`src/rtl/ps2_device_tx.sv`:
```
// PS/2 device-side transmitter: generates the PS/2 clock and shifts out one
// 11-bit frame (start 0, 8 data bits LSB first, odd parity, stop 1) per byte.
// A host that holds the clock low at the end of a high phase aborts the frame.
// Optional feature: define PS2_TX_PARITY_ERR_INJECT_EN so that inject_perr
// inverts the parity bit of the accepted frame. Without the macro the port is
// present but ignored.
module ps2_device_tx #(
  parameter int HALF_PERIOD = 2000
) (
  input  logic       clk_in,
  input  logic       reset,
  input  logic [7:0] tx_data,
  input  logic       tx_valid,
  output logic       tx_ready,
  input  logic       inject_perr,
  input  logic       ps2_clk_i,
  input  logic       ps2_data_i,
  output logic       ps2_clk_oe,
  output logic       ps2_data_oe,
  output logic       busy,
  output logic       tx_done,
  output logic       tx_abort
);

  localparam int CNT_W = (HALF_PERIOD > 1) ? $clog2(HALF_PERIOD) : 1;
  localparam logic [CNT_W-1:0] CNT_LAST = CNT_W'(HALF_PERIOD - 1);
  localparam logic [3:0] LAST_BIT = 4'd10;

  typedef enum logic [1:0] {
    IDLE,
    WAIT_IDLE,
    HIGH,
    LOW
  } state_t;

  state_t           state, state_nxt;
  logic [CNT_W-1:0] cnt, cnt_nxt;
  logic [3:0]       idx, idx_nxt;
  logic [10:0]      frame, frame_nxt;
  logic             clk_oe_nxt, data_oe_nxt, done_nxt, abort_nxt, ready_nxt;
  logic             par_bit;
  logic             unused_data;

  function automatic logic odd_parity(input logic [7:0] d);
    return ~^d;
  endfunction

`ifdef PS2_TX_PARITY_ERR_INJECT_EN
  assign par_bit = odd_parity(tx_data) ^ inject_perr;
`else
  logic unused_perr;
  assign par_bit     = odd_parity(tx_data);
  assign unused_perr = inject_perr;
`endif

  // The data line is only driven by this block; the host side is not monitored.
  assign unused_data = ps2_data_i;
  assign busy        = (state != IDLE);

  // Next-state, phase timing and line drive decisions.
  always_comb begin
    state_nxt   = state;
    cnt_nxt     = cnt;
    idx_nxt     = idx;
    frame_nxt   = frame;
    clk_oe_nxt  = ps2_clk_oe;
    data_oe_nxt = ps2_data_oe;
    done_nxt    = 1'b0;
    abort_nxt   = 1'b0;
    case (state)
      IDLE: begin
        clk_oe_nxt  = 1'b0;
        data_oe_nxt = 1'b0;
        if (tx_valid && tx_ready) begin
          frame_nxt = {1'b1, par_bit, tx_data, 1'b0};
          idx_nxt   = 4'd0;
          cnt_nxt   = '0;
          state_nxt = WAIT_IDLE;
        end
      end
      WAIT_IDLE: begin
        // The clock line must be seen released for a full half period first.
        if (!ps2_clk_i) begin
          cnt_nxt = '0;
        end else if (cnt == CNT_LAST) begin
          cnt_nxt     = '0;
          state_nxt   = HIGH;
          data_oe_nxt = ~frame[idx];
        end else begin
          cnt_nxt = cnt + 1'b1;
        end
      end
      HIGH: begin
        if (cnt == CNT_LAST) begin
          cnt_nxt = '0;
          if (!ps2_clk_i && (idx < LAST_BIT)) begin
            state_nxt   = IDLE;
            clk_oe_nxt  = 1'b0;
            data_oe_nxt = 1'b0;
            abort_nxt   = 1'b1;
          end else begin
            state_nxt  = LOW;
            clk_oe_nxt = 1'b1;
          end
        end else begin
          cnt_nxt = cnt + 1'b1;
        end
      end
      LOW: begin
        if (cnt == CNT_LAST) begin
          cnt_nxt = '0;
          idx_nxt = idx + 4'd1;
          if (idx == LAST_BIT) begin
            state_nxt   = IDLE;
            clk_oe_nxt  = 1'b0;
            data_oe_nxt = 1'b0;
            done_nxt    = 1'b1;
          end else begin
            state_nxt   = HIGH;
            clk_oe_nxt  = 1'b0;
            data_oe_nxt = ~frame[idx_nxt];
          end
        end else begin
          cnt_nxt = cnt + 1'b1;
        end
      end
      default: state_nxt = IDLE;
    endcase
    ready_nxt = (state_nxt == IDLE);
  end

  // Control state and registered outputs; reset releases both lines at once.
  always_ff @(posedge clk_in or posedge reset) begin
    if (reset) begin
      state       <= IDLE;
      cnt         <= '0;
      idx         <= 4'd0;
      ps2_clk_oe  <= 1'b0;
      ps2_data_oe <= 1'b0;
      tx_done     <= 1'b0;
      tx_abort    <= 1'b0;
      tx_ready    <= 1'b0;
    end else begin
      state       <= state_nxt;
      cnt         <= cnt_nxt;
      idx         <= idx_nxt;
      ps2_clk_oe  <= clk_oe_nxt;
      ps2_data_oe <= data_oe_nxt;
      tx_done     <= done_nxt;
      tx_abort    <= abort_nxt;
      tx_ready    <= ready_nxt;
    end
  end

  // Frame shift image, loaded only on accept.
  always_ff @(posedge clk_in) begin
    frame <= frame_nxt;
  end

endmodule

```
`config.mk`:
```
export PLATFORM = sky130hd
export DESIGN_NAME = ps2_device_tx
export DESIGN_NICKNAME = d
export VERILOG_FILES = /design/src/rtl/ps2_device_tx.sv
export SDC_FILE = /design/constraint.sdc
export NUM_CORES = 1
export LEC_CHECK = 0
export ABC_CLOCK_PERIOD_IN_PS = 2100
export BUFFER_PORTS_ARGS = -buffer_cell sky130_fd_sc_hd__buf_2
export CORE_MARGIN = 3
export CORE_UTILIZATION = 57
export CTS_BUF_LIST = sky130_fd_sc_hd__clkbuf_16
export DETAILED_ROUTE_END_ITERATION = 8
export PLACE_DENSITY = 0.78
export RECOVER_POWER = 50
export SLEW_MARGIN = 0
export SYNTH_ARGS = -nofsm -noshare
export SYNTH_HDL_FRONTEND = slang
export SYNTH_SLANG_ARGS = --single-unit
```
`constraint.sdc`:
```
create_clock -name clk_in -period 2.1 [get_ports clk_in]
set_clock_uncertainty 0.15 [all_clocks]
set_input_delay 0.105 -clock clk_in [delete_from_list [all_inputs] [get_ports clk_in]]
set_output_delay 0.105 -clock clk_in [all_outputs]
set_load 0.01 [all_outputs]
```
Word-level counts from Yosys, hierarchy flattened
Index checks and enable logic that the tools add are counted.

storage, ports and cells
  flip-flop bits (word level) = 31
  word-level logic and storage cells = 77
  bits of input ports = 14
  output and inout port bits = 6

cells by class
  eq/ne operators = 11
  reduce and logical (&&, ||, !) cells = 14
  bitwise gates (word level) = 2
  add/subtract/negate cells = 2
  mux-type cells = 36
  magnitude comparators = 3

operators by type and width
  operator                                                     number
  two-way mux 11 bit                                           3
  case mux 11 bit (3 select lines)                             1
  two-way mux 1 bit                                            17
  two-way mux 2 bit                                            7
  inequality test 2 bit (second input constant)                6
  adder 11 x 1 -> 11 bit (second input constant)               1
  equality test 11 bit (second input constant)                 1
  less-than comparator 4 x 5 -> 1 bit (second input constant)  2
  binary-select mux 1 bit (select 4 bit)                       2
  two-way mux 4 bit                                            2
  case mux 2 bit (4 select lines)                              1
  case mux 4 bit (2 select lines)                              1
  XNOR reduction 8 bit                                         1
  AND reduction 3 bit                                          2
  AND reduction 5 bit                                          1
  adder 4 x 1 -> 4 bit (second input constant)                 1
  equality test 2 bit (second input constant)                  2
  equality test 4 bit (second input constant)                  1
  zero test 2 bit                                              2
  less-than comparator 4 bit (second input constant)           1
  case mux 1 bit (4 select lines)                              1
  nonzero test 2 bit                                           2
  case mux 1 bit (3 select lines)                              1
  nonzero test 3 bit                                           1
  other kinds (6)                                              8

Depth between registers and ports, before layout
Gate-level depths: netlist of the first run.

  depth in word-level cells = 7
  gate-level depth with buffers = 7
  depth with buffers taken out = 6

Worst setup path after synthesis of the first run
Ideal clock, no wire load.

  path kind = register to register
  start point = register cnt[0]
  end point = register tx_ready
  arrival time = 1.644 ns
  required time = 1.828 ns
  buffers on the path = 1
  period minus slack after synthesis = 1.916 ns
  library setup time = 0.122 ns
  slack = 0.184 ns
  stages on the path, launching flop included = 8
  cell sequence = dfrtp_1 > ha_1 > nand4b_4 > or3_1 > buf_2 > o31a_1 > o21ai_2 > nor2_1

on the way
  word-level cells in the longest chain between the ends = 5
  elaborated cells between the ends (all ways) = 7
  classes of those cells = eq/ne: 1; mux: 5; reduce/logical: 1

ends and longest elaborated chain
  item                                 line         source
  from (decl)                          37           logic [CNT_W-1:0] cnt, cnt_nxt;
  from (signal assigned)               145          cnt <= cnt_nxt;
  equality test 11 bit (*)             85, 94, 110
  two-way mux 2 bit                    85           end else if (cnt == CNT_LAST) begin
  two-way mux 2 bit                    83           if (!ps2_clk_i) begin
  case mux 2 bit (4 select lines) (*)  70           case (state)
  net state_nxt[1]                     36           state_t state, state_nxt;
  zero test 2 bit (*)                  129          ready_nxt = (state_nxt == IDLE);
  net ready_nxt                        40           logic clk_oe_nxt, data_oe_nxt, done_nxt, abort_nxt, ready_nxt;
  to (signal assigned)                 151          tx_ready <= ready_nxt;
  to (decl)                            14           output logic tx_ready,

Mark *: on every way through the listed nets, which the timed path passes. The rest lies on a longest branch.
A chain may end at the register's enable or synchronous reset.

Worst setup path in the final report of the first run
Same ends and word-level chain as after synthesis.

==> results.tsv, run 1 <==
metric	value	unit
status	finished clean	
die-area	3690	µm²
clk_latency	270	ps
synth_edf_count	9	
vdd_drop_max	0.000589	V
numCtsBuffers	5	
drt-wirelength-per-cell	14.2	µm
clkTransAtPathRegs	50	ps
worst_slack	128	ps
placed_cells	228	
rsz0062_at_grt	false	
path_delay_family	simple AND/OR/NAND/NOR gates	
num_rows	19	
setup_tns	0	ps
path_buf_inv	0	
routed_via_density	5.93	
core_area	2810	µm²
drive_above_1_share	0.103	
ys.flop_type	dfrtp_1	
grt_pass1_wl	5860	µm
ant_nets	0	
setup_viol_count_final	0	
p_seq_frac	0.467	
hold_depth	4	
totalWireLength	3470	µm
slowest_delay	460	ps
r2r-end	tx_ready$_DFF_PP0_	
grt_start_max_net_pins	23	
finalCriticalPeriod	1970	ps
min_path_type	in2reg	
first_pass_iters	4	
htree_num_levels	2	
synthArstFlopShare	0.710	
instances_no_fill	245	
antenna_found_initial	0	
synth_cell_types	38	
hpwlAfterDp	2440	µm
drt-initial-drc-count	53	
io_buffer_count	17	
tightestPinTransition	807	ps
finalHoldViolCount	0	
p_switching	0.257	mW
nets	229	
power_frac_clock	0.489	
cpMaxStageDelayCell	or3_1	
swShare	0.192	
cp-start-kind	flop	
ys_warn_count	0	
antenna_cells	0	
post-place-ws	117	ps
die_w	60.8	µm
gr-usage-all-layers	0.221	
min_from	ps2_clk_i	
r2r_cells	6	
p_leak	0.850	nW
drcViolationCount	0	
synth_area	1710	µm²
slew_viol_final	0	
max_freq	507	MHz
grt_remaining_overflow	0	
path_cells	ha_2 -> nand4b_4 -> or3_1 -> o31a_1 -> o21ai_2 -> nor2_1	
ys_seq_elements	31	
route.vias.total	1453	
ios	20	
cap_violations	0	
r2r_slack	130	ps
clk_path_buf_depth	2	
worstPathArrival	1980	ps
cts_tree	built	
intPower	1.08	mW
grt_pass1_vias	1256	
syn_inst	180	
cp_max_fo	6	
combPwrFrac	0.044	
synth_area_per_cell	9.50	µm²
yosysSeqAreaShare	0.480	
syn_to_final_growth	21.0	%
synth_fp_nets	196	
initial_core_util	0.610	
rr_startpoint	cnt[0]$_DFFE_PP0P_	
fillers	218	
die_h	60.8	µm
critical_path_class	reg2reg	
worst_setup_path_end_kind	flop	
hold_end	tx_abort$_DFF_PP0_	
p_per_area	646	nW/µm²
cp.required	2100	ps
gp_congestion	0.854	
slew_headroom	0.462	
clock-sinks	31	
period_share	0.939	
root_buffer	clkbuf_16	
[cell usage in the layout, fill, tap and decap left out, types with 2 or more instances in the layout]
cell / n
dfrtp_1: 22
nand2_1: 21
o21ai_0: 21
clkbuf_1: 13
nor2_1: 12
nand3_1: 10
edfxtp_1: 9
dlygate4sd3_1: 9
inv_1: 8
xnor2_1: 8
buf_4: 8
a21oi_1: 7
nor3_1: 6
o31ai_1: 5
a31oi_1: 5
mux2i_1: 5
clkbuf_16: 5
buf_2: 4
nor2b_1: 3
a21o_1: 2
nand4b_1: 2
xor2_1: 2
mux2_2: 2
o21ai_1: 2
nand3b_1: 2
o22ai_1: 2
o41ai_1: 2
clkinv_1: 2
[power groups by stage]
stage	combinational [mW]	sequential, mW	clock (mW)
2_1_floorplan	0.0291	0.635	0
3_3_place_gp	0.0456	0.635	0
3_5_place_dp	0.0475	0.635	0
4_1_cts	0.0605	0.625	0.666
5_1_grt	0.0645	0.624	0.700
6_report	0.0590	0.625	0.653
[state kept, by name, indices dropped and copies added, names as in the netlist]
register / count
state: 2
ps2_clk_oe: 1
tx_done: 1
tx_ready: 1
tx_abort: 1
idx: 4
cnt: 11
frame: 9
ps2_data_oe: 1
[kinds of logic after synthesis]
| family | count (synthesis) | synth area share |
|---|---|---|
| adder cells (fa/ha/maj) | 2 | 0.0146 |
| AO/OA/AOI/OAI | 53 | 0.190 |
| XOR/XNOR | 10 | 0.0512 |
| flip-flops | 31 | 0.480 |
| AND/OR/NAND/NOR | 62 | 0.184 |
| buffers and inverters | 15 | 0.0373 |
| multiplexers | 7 | 0.0424 |
[Yosys cell counts (2+ instances only)]
cell type,n,share of area
a31oi_1,5,0.018
o22ai_1,2,0.0073
inv_1,7,0.015
o31ai_1,5,0.022
nand4b_1,2,0.010
a21o_1,2,0.0088
dfrtp_1,22,0.32
nand2_1,21,0.046
nor2b_1,3,0.011
ha_1,2,0.015
mux2i_1,5,0.029
a21oi_1,7,0.020
nor3_1,6,0.018
nand3b_1,2,0.0088
edfxtp_1,9,0.16
xnor2_1,8,0.041
nor2_1,12,0.026
nand3_1,10,0.029
mux2_2,2,0.013
o41ai_1,2,0.010
clkbuf_1,4,0.0088
xor2_1,2,0.010
buf_2,3,0.0088
o21ai_0,23,0.067
[worst min-delay path, cell delays in order]
cell and delay [ps]:
buf_2 100, inv_1 70, nand2_1 100, nor2_1 60
[layer usage]
layer | up-vias | GRT usage | routed length, µm
met2 | 39 | 0.290 | 1530
met3 | 2 | 0.0702 | 153
met5 | - | 0 | 0
met4 | 0 | 0.0867 | 28
li1 | 726 | - | -
met1 | 686 | 0.334 | 1760
[metrics by stage]
stage | utilization | hold WS [ps] | cell area, µm² | total power, mW
final | 0.738 | 65.8 | 2070 | 1.34
after global routing | 0.738 | 85.8 | 2070 | 1.39
after CTS | 0.743 | 50.8 | 2080 | 1.35
after detailed placement | 0.662 | 150 | 1860 | 0.683
after global placement | 0.662 | 132 | 1860 | 0.681
after floorplan | - | -55.8 | 1710 | 0.664
[worst max path at each step]
stage / start / endpoint / slack [ps] / depth (start not counted)
final: cnt[0]$_DFFE_PP0P_ / tx_ready$_DFF_PP0_ / 130 / 6
after global routing: cnt[0]$_DFFE_PP0P_ / tx_ready$_DFF_PP0_ / 10 / 6
after CTS: cnt[0]$_DFFE_PP0P_ / ps2_data_oe$_DFFE_PP0P_ / 90 / 6
after detailed placement: cnt[0]$_DFFE_PP0P_ / idx[2]$_DFFE_PP0P_ / 120 / 7
after global placement: cnt[0]$_DFFE_PP0P_ / ps2_data_oe$_DFFE_PP0P_ / 160 / 6
after floorplan: cnt[0]$_DFFE_PP0P_ / tx_ready$_DFF_PP0_ / 180 / 7
[final cells by class]
cell class,count,area (µm²),area share
Timing Repair Buffer,34,219,0.106
Tap cell,31,38.8,0.0187
Multi-Input combinational cell,134,828,0.400
Sequential cell,31,821,0.397
Inverter,7,26.3,0.0127
Clock inverter,3,11.3,0.00544
Clock buffer,5,125,0.0605
[timing repair]
action                     in CTS  in global routing
setup buffers                   0                  0
gates resized for setup         0                  3
hold buffers                    9                  0
hold endpoints to repair       30                  0
setup endpoints to repair       0                  5
Power figures use the tool's default switching activity.
==> run 2, diff against run 1 <==
Settings changed: CORE_MARGIN 3 to 5.
==> run 2 against run 1 <==
Total power shrank 0.23%. Setup slack better by 17 ps. Routed wire length up 11%. Clock-buffer cell count is the same. Critical path depth unchanged. Final cell count is 0.41% lower. Combinational power is 1% lower. Via count grew 2.8%. Non-clock buffer count did not move. Critical path type unchanged. Largest cell class unchanged. Largest power group unchanged. Highest routed layer unchanged.
==> results.tsv, run 2 (synthesis gave the netlist of run 1 again) <==
metric	value	unit	change
regMostFlops	cnt		
path_buf_inv	0		unchanged
finalHoldViolCount	0		unchanged
path_delay_family	simple AND/OR/NAND/NOR gates		
drt-wirelength-per-cell	15.7	µm	+11%
path_cells	ha_2 -> nand4b_4 -> or3_4 -> o31a_1 -> o21ai_2 -> nor2_1		
cp-start-kind	flop		
clk_path_buf_depth	2		unchanged
io_buffer_count	17		unchanged
slew_headroom	0.447		-0.0152
drive_above_1_share	0.108		+0.00518
worst_setup_path_end_kind	flop		
root_buffer	clkbuf_16		
syn_to_final_growth	21.1	%	about the same
clkTransAtPathRegs	50	ps	about the same
min_path_type	in2reg		
r2r_slack	140	ps	+20 ps
intPower	1.08	mW	-0.24%
slowest_delay	430	ps	-30 ps
routed_via_density	6.12		+3.2%
setup_viol_count_final	0		unchanged
p_leak	0.854	nW	+0.46%
worstPathArrival	1960	ps	-20 ps
cp.required	2100	ps	about the same
combPwrFrac	0.044		about the same
ios	20		unchanged
final_cell_mix	dfrtp_1, nand2_1, o21ai_0		
die_h	64.8	µm	+6.6%
ff_latch_area	821	µm²	unchanged
antenna_cells	0		unchanged
core_area	2810	µm²	unchanged
htree_num_levels	2		unchanged
clock-sinks	31		unchanged
nets	229		unchanged
drcViolationCount	0		unchanged
slew_viol_final	0		unchanged
p_switching	0.257	mW	-0.18%
cpMaxStageDelayCell	or3_4		
cts_tree	built		
vdd_drop_max	0.000588	V	-0.25%
gp_congestion	0.869		+1.8%
grt_pass1_wl	6690	µm	+14%
drt-initial-drc-count	180		+240%
rsz0062_at_grt	false		
num_rows	19		unchanged
swShare	0.193		about the same
grt_remaining_overflow	0		unchanged
antenna_found_initial	0		unchanged
initial_core_util	0.610		unchanged
numCtsBuffers	5		unchanged
route.vias.total	1493		+2.8%
finalCriticalPeriod	1960	ps	-17.1 ps
tightestPinTransition	829	ps	+22.7 ps
first_pass_iters	4		unchanged
grt_start_max_net_pins	23		unchanged
p_seq_frac	0.469		+0.002
max_freq	511	MHz	+0.88%
period_share	0.931		-0.00815
fillers	202		-7.3%
p_per_area	644	nW/µm²	-0.29%
power_frac_clock	0.488		about the same
die_w	64.8	µm	+6.6%
setup_tns	0	ps	unchanged
largest_reg_flops	11		unchanged
multiInputGateArea	833	µm²	+0.60%
grt_pass1_vias	1374		+9.4%
ant_nets	0		unchanged
gr-usage-all-layers	0.206		-0.0142
cap_violations	0		unchanged
power	1.33	mW	-0.23%
clk_latency	270	ps	about the same
die-area	4200	µm²	+14%
critical_path_class	reg2reg		
final_common_cell	dfrtp_1		
cp_max_fo	6		unchanged
status	finished clean		
reg_top3	cnt (11), frame (9), idx (4)		
hpwlAfterDp	2660	µm	+8.8%
totalWireLength	3840	µm	+11%
-- run 2: power by group through the flow --
stage	clock network, mW	logic, mW	registers (mW)
detailed placement	0	0.0473	0.635
global route	0.700	0.0652	0.624
floorplan	0	0.0291	0.635
CTS	0.652	0.0602	0.625
finish	0.651	0.0583	0.625
global placement	0	0.0459	0.635
-- run 2: what timing repair did --
item / 4_1_cts / 5_1_grt
endpoints found under the setup margin: 0 / 3
hold buffers: 9 / 0
setup buffers: 0 / 0
resized for setup: 0 / 4
hold endpoints to repair: 30 / 0
-- run 2: metal layers --
layer	routed length (µm)	share of wire	vias to the layer above	global-route usage
li1	-	-	724	-
met1	1790	0.47	711	0.303
met2	1770	0.46	54	0.290
met3	237	0.062	4	0.0674
met4	38	0.0099	0	0.0607
met5	0	0	-	0
-- run 2: worst reg2reg max path, stage by stage, from the launching register on --
cell and delay (ps):
dfrtp_1 400, ha_2 260, nand4b_4 140, or3_4 430, o31a_1 270, o21ai_2 130
nor2_1 60
-- run 2: layout make-up --
cell class	count	share of cell area
Clock buffer	5	0.0604
Clock inverter	2	0.00363
Inverter	7	0.0127
Multi-Input combinational cell	134	0.402
Sequential cell	31	0.396
Tap cell	31	0.0187
Timing Repair Buffer	34	0.106
-- run 2: worst paths after layout --
path | from | to | cells past startpoint
worst max-delay path | cnt[0]$_DFFE_PP0P_ | tx_ready$_DFF_PP0_ | 6
worst min-delay path | ps2_clk_i | tx_abort$_DFF_PP0_ | 4
worst max register to register | cnt[0]$_DFFE_PP0P_ | tx_ready$_DFF_PP0_ | 6
worst min register to register | ps2_clk_oe$_DFFE_PP0P_ | ps2_clk_oe$_DFFE_PP0P_ | 2
max in group asynchronous | reset | tx_abort$_DFF_PP0_ | 3
min in group asynchronous | reset | cnt[10]$_DFFE_PP0P_ | 3
-- run 2: through the flow --
step	hold slack, ps	instance area, µm²	worst slack, ps	instances	utilization
2_1_floorplan	-55.8	1710	184	180	-
3_3_place_gp	137	1860	162	228	0.662
3_5_place_dp	160	1860	73.6	228	0.662
4_1_cts	68.1	2080	55.0	244	0.741
5_1_grt	105	2070	58.9	244	0.738
6_report	77.5	2070	145	244	0.738
